<file path="config.mk">
export PLATFORM = sky130hd
export DESIGN_NAME = multdiv_sequencer
export DESIGN_NICKNAME = d
export VERILOG_FILES = /design/src/rtl/md_pkg.sv /design/src/rtl/multdiv_iter_ctr.sv /design/src/rtl/multdiv_sequencer.sv
export SDC_FILE = /design/constraint.sdc
export NUM_CORES = 1
export LEC_CHECK = 0
export CORE_UTILIZATION = 30
export CTS_BUF_LIST = sky130_fd_sc_hd__clkbuf_4 sky130_fd_sc_hd__clkbuf_8
export CTS_CLUSTER_SIZE = 12
export DETAILED_ROUTE_END_ITERATION = 8
export PLACE_DENSITY = 0.59
export SLEW_MARGIN = 10
export SYNTH_ARGS = -nofsm -noshare
export SYNTH_HDL_FRONTEND = slang
export SYNTH_SLANG_ARGS = --single-unit
</file>
<file path="constraint.sdc">
create_clock -name clock -period 1.85 [get_ports clock]
set_input_delay 0.4625 -clock clock [delete_from_list [all_inputs] [get_ports clock]]
set_output_delay 0.4625 -clock clock [all_outputs]
set_load 0.03 [all_outputs]
</file>
<file path="src/rtl/md_pkg.sv">
// Shared definitions for the multiply/divide sequencer: FSM state encoding,
// operation codes and default build parameters.
package md_pkg;

    localparam int unsigned STATE_W       = 3;
    localparam int unsigned ITERS_DEFAULT = 16;
    localparam int unsigned CNT_W_DEFAULT = 4;

    // Sequencer states
    typedef enum logic [STATE_W-1:0] {
        S_IDLE = 3'd0,
        S_LOAD = 3'd1,
        S_RUN  = 3'd2,
        S_FIN  = 3'd3,
        S_DONE = 3'd4
    } state_e;

    // Operation select as seen by the datapath (dp_op_div)
    localparam logic OP_MULT = 1'b0;
    localparam logic OP_DIV  = 1'b1;

endpackage

</file>
<file path="src/rtl/multdiv_iter_ctr.sv">
// Iteration counter for the multiply/divide sequencer.
// Ports:
//   clk_i    clock, rising edge
//   rst_ni   asynchronous reset, active-low
//   clr_i    synchronous clear (priority over enable)
//   en_i     advance one step; wraps to 0 after ITERS-1
//   count_o  registered step index 0..ITERS-1
//   tc_c_o   combinational terminal count: last step and enabled
module multdiv_iter_ctr #(
    parameter int unsigned ITERS = 16,
    parameter int unsigned CNT_W = 4
) (
    input  logic             clk_i,
    input  logic             rst_ni,
    input  logic             clr_i,
    input  logic             en_i,
    output logic [CNT_W-1:0] count_o,
    output logic             tc_c_o
);

    logic [CNT_W-1:0] count_q;
    logic [CNT_W-1:0] count_d;
    logic             last_c;

    assign last_c = (count_q == CNT_W'(ITERS - 1));

    // Next count: clear wins, otherwise step with explicit wrap at ITERS-1
    always_comb begin
        count_d = count_q;
        if (clr_i) begin
            count_d = '0;
        end else if (en_i) begin
            count_d = last_c ? '0 : count_q + CNT_W'(1);
        end
    end

    always_ff @(posedge clk_i or negedge rst_ni) begin
        if (!rst_ni) begin
            count_q <= '0;
        end else begin
            count_q <= count_d;
        end
    end

    assign count_o = count_q;
    assign tc_c_o  = last_c & en_i;

endmodule

</file>
<file path="src/rtl/multdiv_sequencer.sv">
// Control FSM for the iterative multiply/divide datapath.
// Sequences LOAD -> RUN (ITERS steps) -> FIN -> DONE per start pulse; a new
// start in any state aborts and restarts; divide-by-zero short-cuts to DONE.
// Ports:
//   clock, reset_n        clock (rising edge), async active-low reset
//   ctrl_MULT, ctrl_DIV   one-cycle start pulses (multiply has priority)
//   div_by_zero           divisor==0 flag, sampled with ctrl_DIV
//   mult_ovf              product overflow flag, sampled in FIN
//   dp_load/step/finalize datapath phase strobes
//   dp_op_div             0 = multiply, 1 = divide
//   iter_count            current step index
//   busy                  LOAD through FIN
//   data_resultRDY        one-cycle result-valid pulse
//   data_exception        exception flag, qualified by data_resultRDY
module multdiv_sequencer
    import md_pkg::*;
#(
    parameter int unsigned ITERS = ITERS_DEFAULT,
    parameter int unsigned CNT_W = CNT_W_DEFAULT
) (
    input  logic             clock,
    input  logic             reset_n,
    input  logic             ctrl_MULT,
    input  logic             ctrl_DIV,
    input  logic             div_by_zero,
    input  logic             mult_ovf,
    output logic             dp_load,
    output logic             dp_step,
    output logic             dp_finalize,
    output logic             dp_op_div,
    output logic [CNT_W-1:0] iter_count,
    output logic             busy,
    output logic             data_resultRDY,
    output logic             data_exception
);

    state_e state_q;
    state_e state_d;
    logic   op_q;
    logic   op_d;
    logic   exc_q;
    logic   exc_d;
    logic   dp_load_q;
    logic   dp_step_q;
    logic   dp_fin_q;
    logic   busy_q;
    logic   rdy_q;
    logic   cnt_clr_c;
    logic   cnt_en_c;
    logic   cnt_tc_c;

    // Counter is zeroed on every entry into LOAD so a restart begins at step 0
    assign cnt_clr_c = (state_d == S_LOAD);
    assign cnt_en_c  = (state_q == S_RUN);

    multdiv_iter_ctr #(
        .ITERS (ITERS),
        .CNT_W (CNT_W)
    ) u_iter_ctr (
        .clk_i   (clock),
        .rst_ni  (reset_n),
        .clr_i   (cnt_clr_c),
        .en_i    (cnt_en_c),
        .count_o (iter_count),
        .tc_c_o  (cnt_tc_c)
    );

    // Next state, operation and exception; start pulses override any state
    always_comb begin
        state_d = state_q;
        op_d    = op_q;
        exc_d   = exc_q;
        if (ctrl_MULT) begin
            state_d = S_LOAD;
            op_d    = OP_MULT;
        end else if (ctrl_DIV) begin
            op_d = OP_DIV;
            if (div_by_zero) begin
                state_d = S_DONE;
                exc_d   = 1'b1;
            end else begin
                state_d = S_LOAD;
            end
        end else begin
            case (state_q)
                S_IDLE: state_d = S_IDLE;
                S_LOAD: state_d = S_RUN;
                S_RUN:  state_d = cnt_tc_c ? S_FIN : S_RUN;
                S_FIN: begin
                    state_d = S_DONE;
                    exc_d   = (op_q == OP_MULT) & mult_ovf;
                end
                S_DONE: state_d = S_IDLE;
                default: state_d = S_IDLE;
            endcase
        end
    end

    // State plus Moore outputs registered from the next state
    always_ff @(posedge clock or negedge reset_n) begin
        if (!reset_n) begin
            state_q   <= S_IDLE;
            op_q      <= OP_MULT;
            exc_q     <= 1'b0;
            dp_load_q <= 1'b0;
            dp_step_q <= 1'b0;
            dp_fin_q  <= 1'b0;
            busy_q    <= 1'b0;
            rdy_q     <= 1'b0;
        end else begin
            state_q   <= state_d;
            op_q      <= op_d;
            exc_q     <= exc_d;
            dp_load_q <= (state_d == S_LOAD);
            dp_step_q <= (state_d == S_RUN);
            dp_fin_q  <= (state_d == S_FIN);
            busy_q    <= (state_d == S_LOAD) || (state_d == S_RUN) || (state_d == S_FIN);
            rdy_q     <= (state_d == S_DONE);
        end
    end

    assign dp_load        = dp_load_q;
    assign dp_step        = dp_step_q;
    assign dp_finalize    = dp_fin_q;
    assign dp_op_div      = op_q;
    assign busy           = busy_q;
    assign data_resultRDY = rdy_q;
    assign data_exception = exc_q;

endmodule

</file>
# --- Word-level counts from Yosys, hierarchy flattened ---
# Index checks and enable logic that the tools add are counted.
# Widths: inputs -> output; s select.
op_classes:
  bitwise_logic: 4
  n_eq_ne: 9
  n_mux: 13
  add_sub_neg: 1
  n_reduce_logical: 6
ops:
  columns: ["cell", "count"]
  rows:
  - ["$eq 3x2->1 const B", 4]
  - ["$mux 4", 3]
  - ["$mux 3", 3]
  - ["$pmux 3 s3", 1]
  - ["$eq 3x1->1 const B", 2]
  - ["$mux 1", 6]
  - ["$reduce_bool 2->1", 3]
  - ["$add 4x1->4 const B", 1]
  - ["$eq 4x4->1 const B", 1]
  - ["$eq 3x3->1 const B", 1]
  - ["$reduce_and 3->1", 1]
  - ["$and 1x1->1", 2]
  - ["$logic_or 1x1->1", 2]
  - ["$ne 2x1->1 const B", 1]
  - ["$not 1->1", 2]
totals:
  ff_bits: 14
  inputBits: 6
  out_inout_bits: 11

# --- Depth between registers and ports, before layout ---
depth:
  word_depth: 9
  mapped_depth: 4
  mapped_depth_nobuf: 4

# --- Modules after synthesis ---
# A second synthesis with hierarchy kept.
unflattened:
  cells_unflattened: 55
  hier_area_um2: 599.3
modules_own_cells:
  columns: ["mod", "n_inst", "cells_each", "area_each_um2"]
  rows:
  - ["multdiv_sequencer", 1, 33, 394.1]
  - ["multdiv_iter_ctr", 1, 22, 205.2]

# --- Worst setup path before layout ---
# OpenSTA, ideal clock, no wires.
synth_timing:
  path_kind: "register to register"
  start: "register state_q[0]"
  end: "register u_iter_ctr.count_q[3], in the netlist u_iter_ctr.count_o[3]"
  path_stages_with_launch: 5
  required_ns: 1.763
  synth_period_minus_slack_ns: 1.527
  arrival_time_ns: 1.440
  setup_time_ns: 0.087
  setup_slack_ns: 0.323
  cell_sequence: "dfrtp_1 > or3b_1 > buf_6 > or3_1 > a211oi_2"
synth_via:
  elab_chain_len: 8
synth_rtl:
  columns: ["item", "line", "rtl"]
  rows:
  - ["start: declaration", "multdiv_sequencer.sv:37", "state_e state_q;"]
  - ["start signal: assignment", "multdiv_sequencer.sv:111", "state_q <= state_d;"]
  - ["$eq 3x2->1", "multdiv_sequencer.sv:54, multdiv_sequencer.sv:85", null]
  - ["$and 1x1->1", "multdiv_iter_ctr.sv:46", "assign tc_c_o = last_c & en_i;"]
  - ["$mux 1", "multdiv_sequencer.sv:88", "S_RUN: state_d = cnt_tc_c ? S_FIN : S_RUN;"]
  - ["$pmux 3 s3", "multdiv_sequencer.sv:85", "case (state_q)"]
  - ["$mux 3", "multdiv_sequencer.sv:76", "end else if (ctrl_DIV) begin"]
  - ["$mux 3", "multdiv_sequencer.sv:73", "if (ctrl_MULT) begin"]
  - ["$eq 3x1->1", "multdiv_sequencer.sv:53", "assign cnt_clr_c = (state_d == S_LOAD);"]
  - ["$mux 4 or $reduce_bool 2->1 (tied branches)", null, null]
  - ["end signal: assignment", "multdiv_iter_ctr.sv:41", "count_q <= count_d;"]
  - ["end: declaration", "multdiv_iter_ctr.sv:21", "logic [CNT_W-1:0] count_q;"]
# Parallel ways exist; a longest one is shown, timed or not.
# A chain may end at the register's enable or synchronous reset.

# --- Final worst setup path ---
layout_timing:
  start: "register exc_q, in the netlist data_exception"
  end: "output port data_exception"
layout_lines:
  columns: ["item", "line", "rtl"]
  rows:
  - ["start: declaration", "multdiv_sequencer.sv:41", "logic exc_q;"]
  - ["start signal: assignment", "multdiv_sequencer.sv:104", "exc_q <= 1'b0;"]
  - ["start signal: assignment", "multdiv_sequencer.sv:113", "exc_q <= exc_d;"]
  - ["end: declaration", "multdiv_sequencer.sv:34", "output logic data_exception"]
# No word-level cell between the ends.

==> metrics.cfg <==
[outcome]
status=finished clean

[setup_path]
max_stage_delay_ps=670
required_ps=1390
slowest_stage=clkdlybuf4s50_1
critPathCaptureType=output port
cp_cell_sequence=clkdlybuf4s50_1
worst-path-buf-inv=1
arrival_ps=1300
start_kind=flip-flop
path_delay_family=buffers and inverters
crit_type=reg -> out
crit_fanout=2

[timing]
hold_violations=0
fmax_mhz=569
finalSetupViolCount=0
fin_crit_sh=0.951
grt_setup_unrepaired=no
whs_ps=490
skew_ps=4.75
period_needed_ps=1760
fin_tns_setup_ps=0
worst_pin_slew_ps=318
finalMaxSlewViolations=0
final.setup.worst_slack_ps=91.3
relSlewSlack=0.788

[final_layout]
syn2layout_area_growth_pct=41.0
utilization=0.461
final_cell_mix=14 x dfrtp_1, 11 x clkdlybuf4s50_1, 5 x a21oi_1, 5 x nor2_1
diodes=0
drive_above_1_share=0.0972
fin_area_um2=813
mostFrequentLayoutCell=dfrtp_1
fin_cells=97
layout.nets=80

[floorplan]
num_io_pins=17
die_h_um=45.9
rows=15
initial_core_util=0.327
dieArea_mm2=0.00210
core_mm2=0.00176
fp.dieW_um=45.9

[place]
io_buffers=16
post-dp-hpwl_um=733
placed_cell_area_um2=772
post-place-ws_ps=99.9
place_congestion=0.702
place_inst=93

[power]
p_per_area_mw_per_mm2=770
p_total_mw=0.626
ir_worst_vdd_mv=0.477
power.leakage_nw=0.408

[cts]
hold_buffers=0
clk_latency_ps=280
cts_htree_levels=1
cts_max_path_buffers=2
cts_tree=yes
numCtsBuffers=3
cts_setup_buffers=0
cts-root-buf=clkbuf_4
cts_resized=2
cts.sinks=14
path_clk_slew_ps=90

[routing]
drtPass1Iterations=4
viasPerCell=4.46
first_iter_violations=3
ant_nets=0
num_vias=433
finalWirelength_um=1010
drc=0
wl_per_cell_um=10.4

[grt]
track_usage=0.108
overflow=0
first_global_vias=362
grt_max_degree=15
antenna_found_initial=0
grt_pass1_wl_um=1540

[job]
cap_violations=0

[synthesis]
synth_seq_cells=14
synthesis.instances=51
yosysWarnings=0
synth_nets=58
synth_cell_types=19
synthesis.area_um2=577
syn_area_per_cell_um2=11.3
seq_area_frac_synth=0.607

[worst_hold_path]
min_path_type=in -> async

==> kinds of logic (layout without fill, tap and decap cells) <==
| logic type | Yosys count | in the layout | share of synthesized area |
|---|---|---|---|
| simple gates | 20 | 20 | 0.193 |
| mux | 1 | 1 | 0.0174 |
| fa+ha+maj | 1 | 1 | 0.0217 |
| xor+xnor | 1 | 1 | 0.0152 |
| flops | 14 | 14 | 0.607 |
| compound gates | 9 | 9 | 0.0998 |
| buf+inv | 5 | 26 | 0.0455 |
==> path summary, 6_finish.rpt <==
| check | to | slack [ps] | startpoint | depth (start not counted) |
|---|---|---|---|---|
| max in group asynchronous | state_q[2] | 1190 | reset_n | 2 |
| min in group clock | data_exception | 520 | data_exception | 1 |
| hold reg to reg | data_exception | 520 | data_exception | 1 |
| hold / removal | u_iter_ctr.count_o[1] | 490 | reset_n | 2 |
| setup / recovery | data_exception | 90 | data_exception | 1 |
| setup reg to reg | u_iter_ctr.count_o[3] | 250 | state_q[0] | 3 |
==> sequential cells by signal, indices dropped and copies added (netlist names) <==
register / flops
data_resultRDY: 1
u_iter_ctr.count_o: 4
dp_load: 1
dp_finalize: 1
busy: 1
data_exception: 1
dp_step: 1
state_q: 3
dp_op_div: 1
==> cells in the mapped netlist (all sizes together) <==
cell type,number,share of area
nand2,4,0.026
dfrtp,14,0.61
nor2b,2,0.022
inv,4,0.026
buf,1,0.020
nor2,5,0.033
o32a,1,0.017
o21ai,2,0.017
or4,1,0.013
ha,1,0.022
nand3,2,0.017
nand4bb,1,0.020
or3b,2,0.030
xnor2,1,0.015
mux2i,1,0.017
a211oi,1,0.022
a21oi,5,0.043
or3,3,0.033
==> layer usage <==
metal,GRT usage,vias up,share of wire,wire (µm)
li1,-,219,-,-
met1,0.150,202,0.50,504
met2,0.132,10,0.45,455
met3,0.0238,2,0.037,37
met4,0.106,0,0.012,12
met5,0,-,0,0
==> where the power goes <==
part	switching, mW	internal (mW)	leakage (nW)	total, mW
registers	0.00723	0.319	0.178	0.326
clock network	0.0976	0.120	0.0210	0.217
logic	0.0452	0.0376	0.209	0.0828
==> cell type report <==
type	instances	area [µm²]
inverter	4	15.0
multi-input combinational	32	200
fill	179	951
timing repair buffer	18	180
clock buffer	4	36.3
sequential	14	350
tap	25	31.3
(Power assumes the default switching activity.)
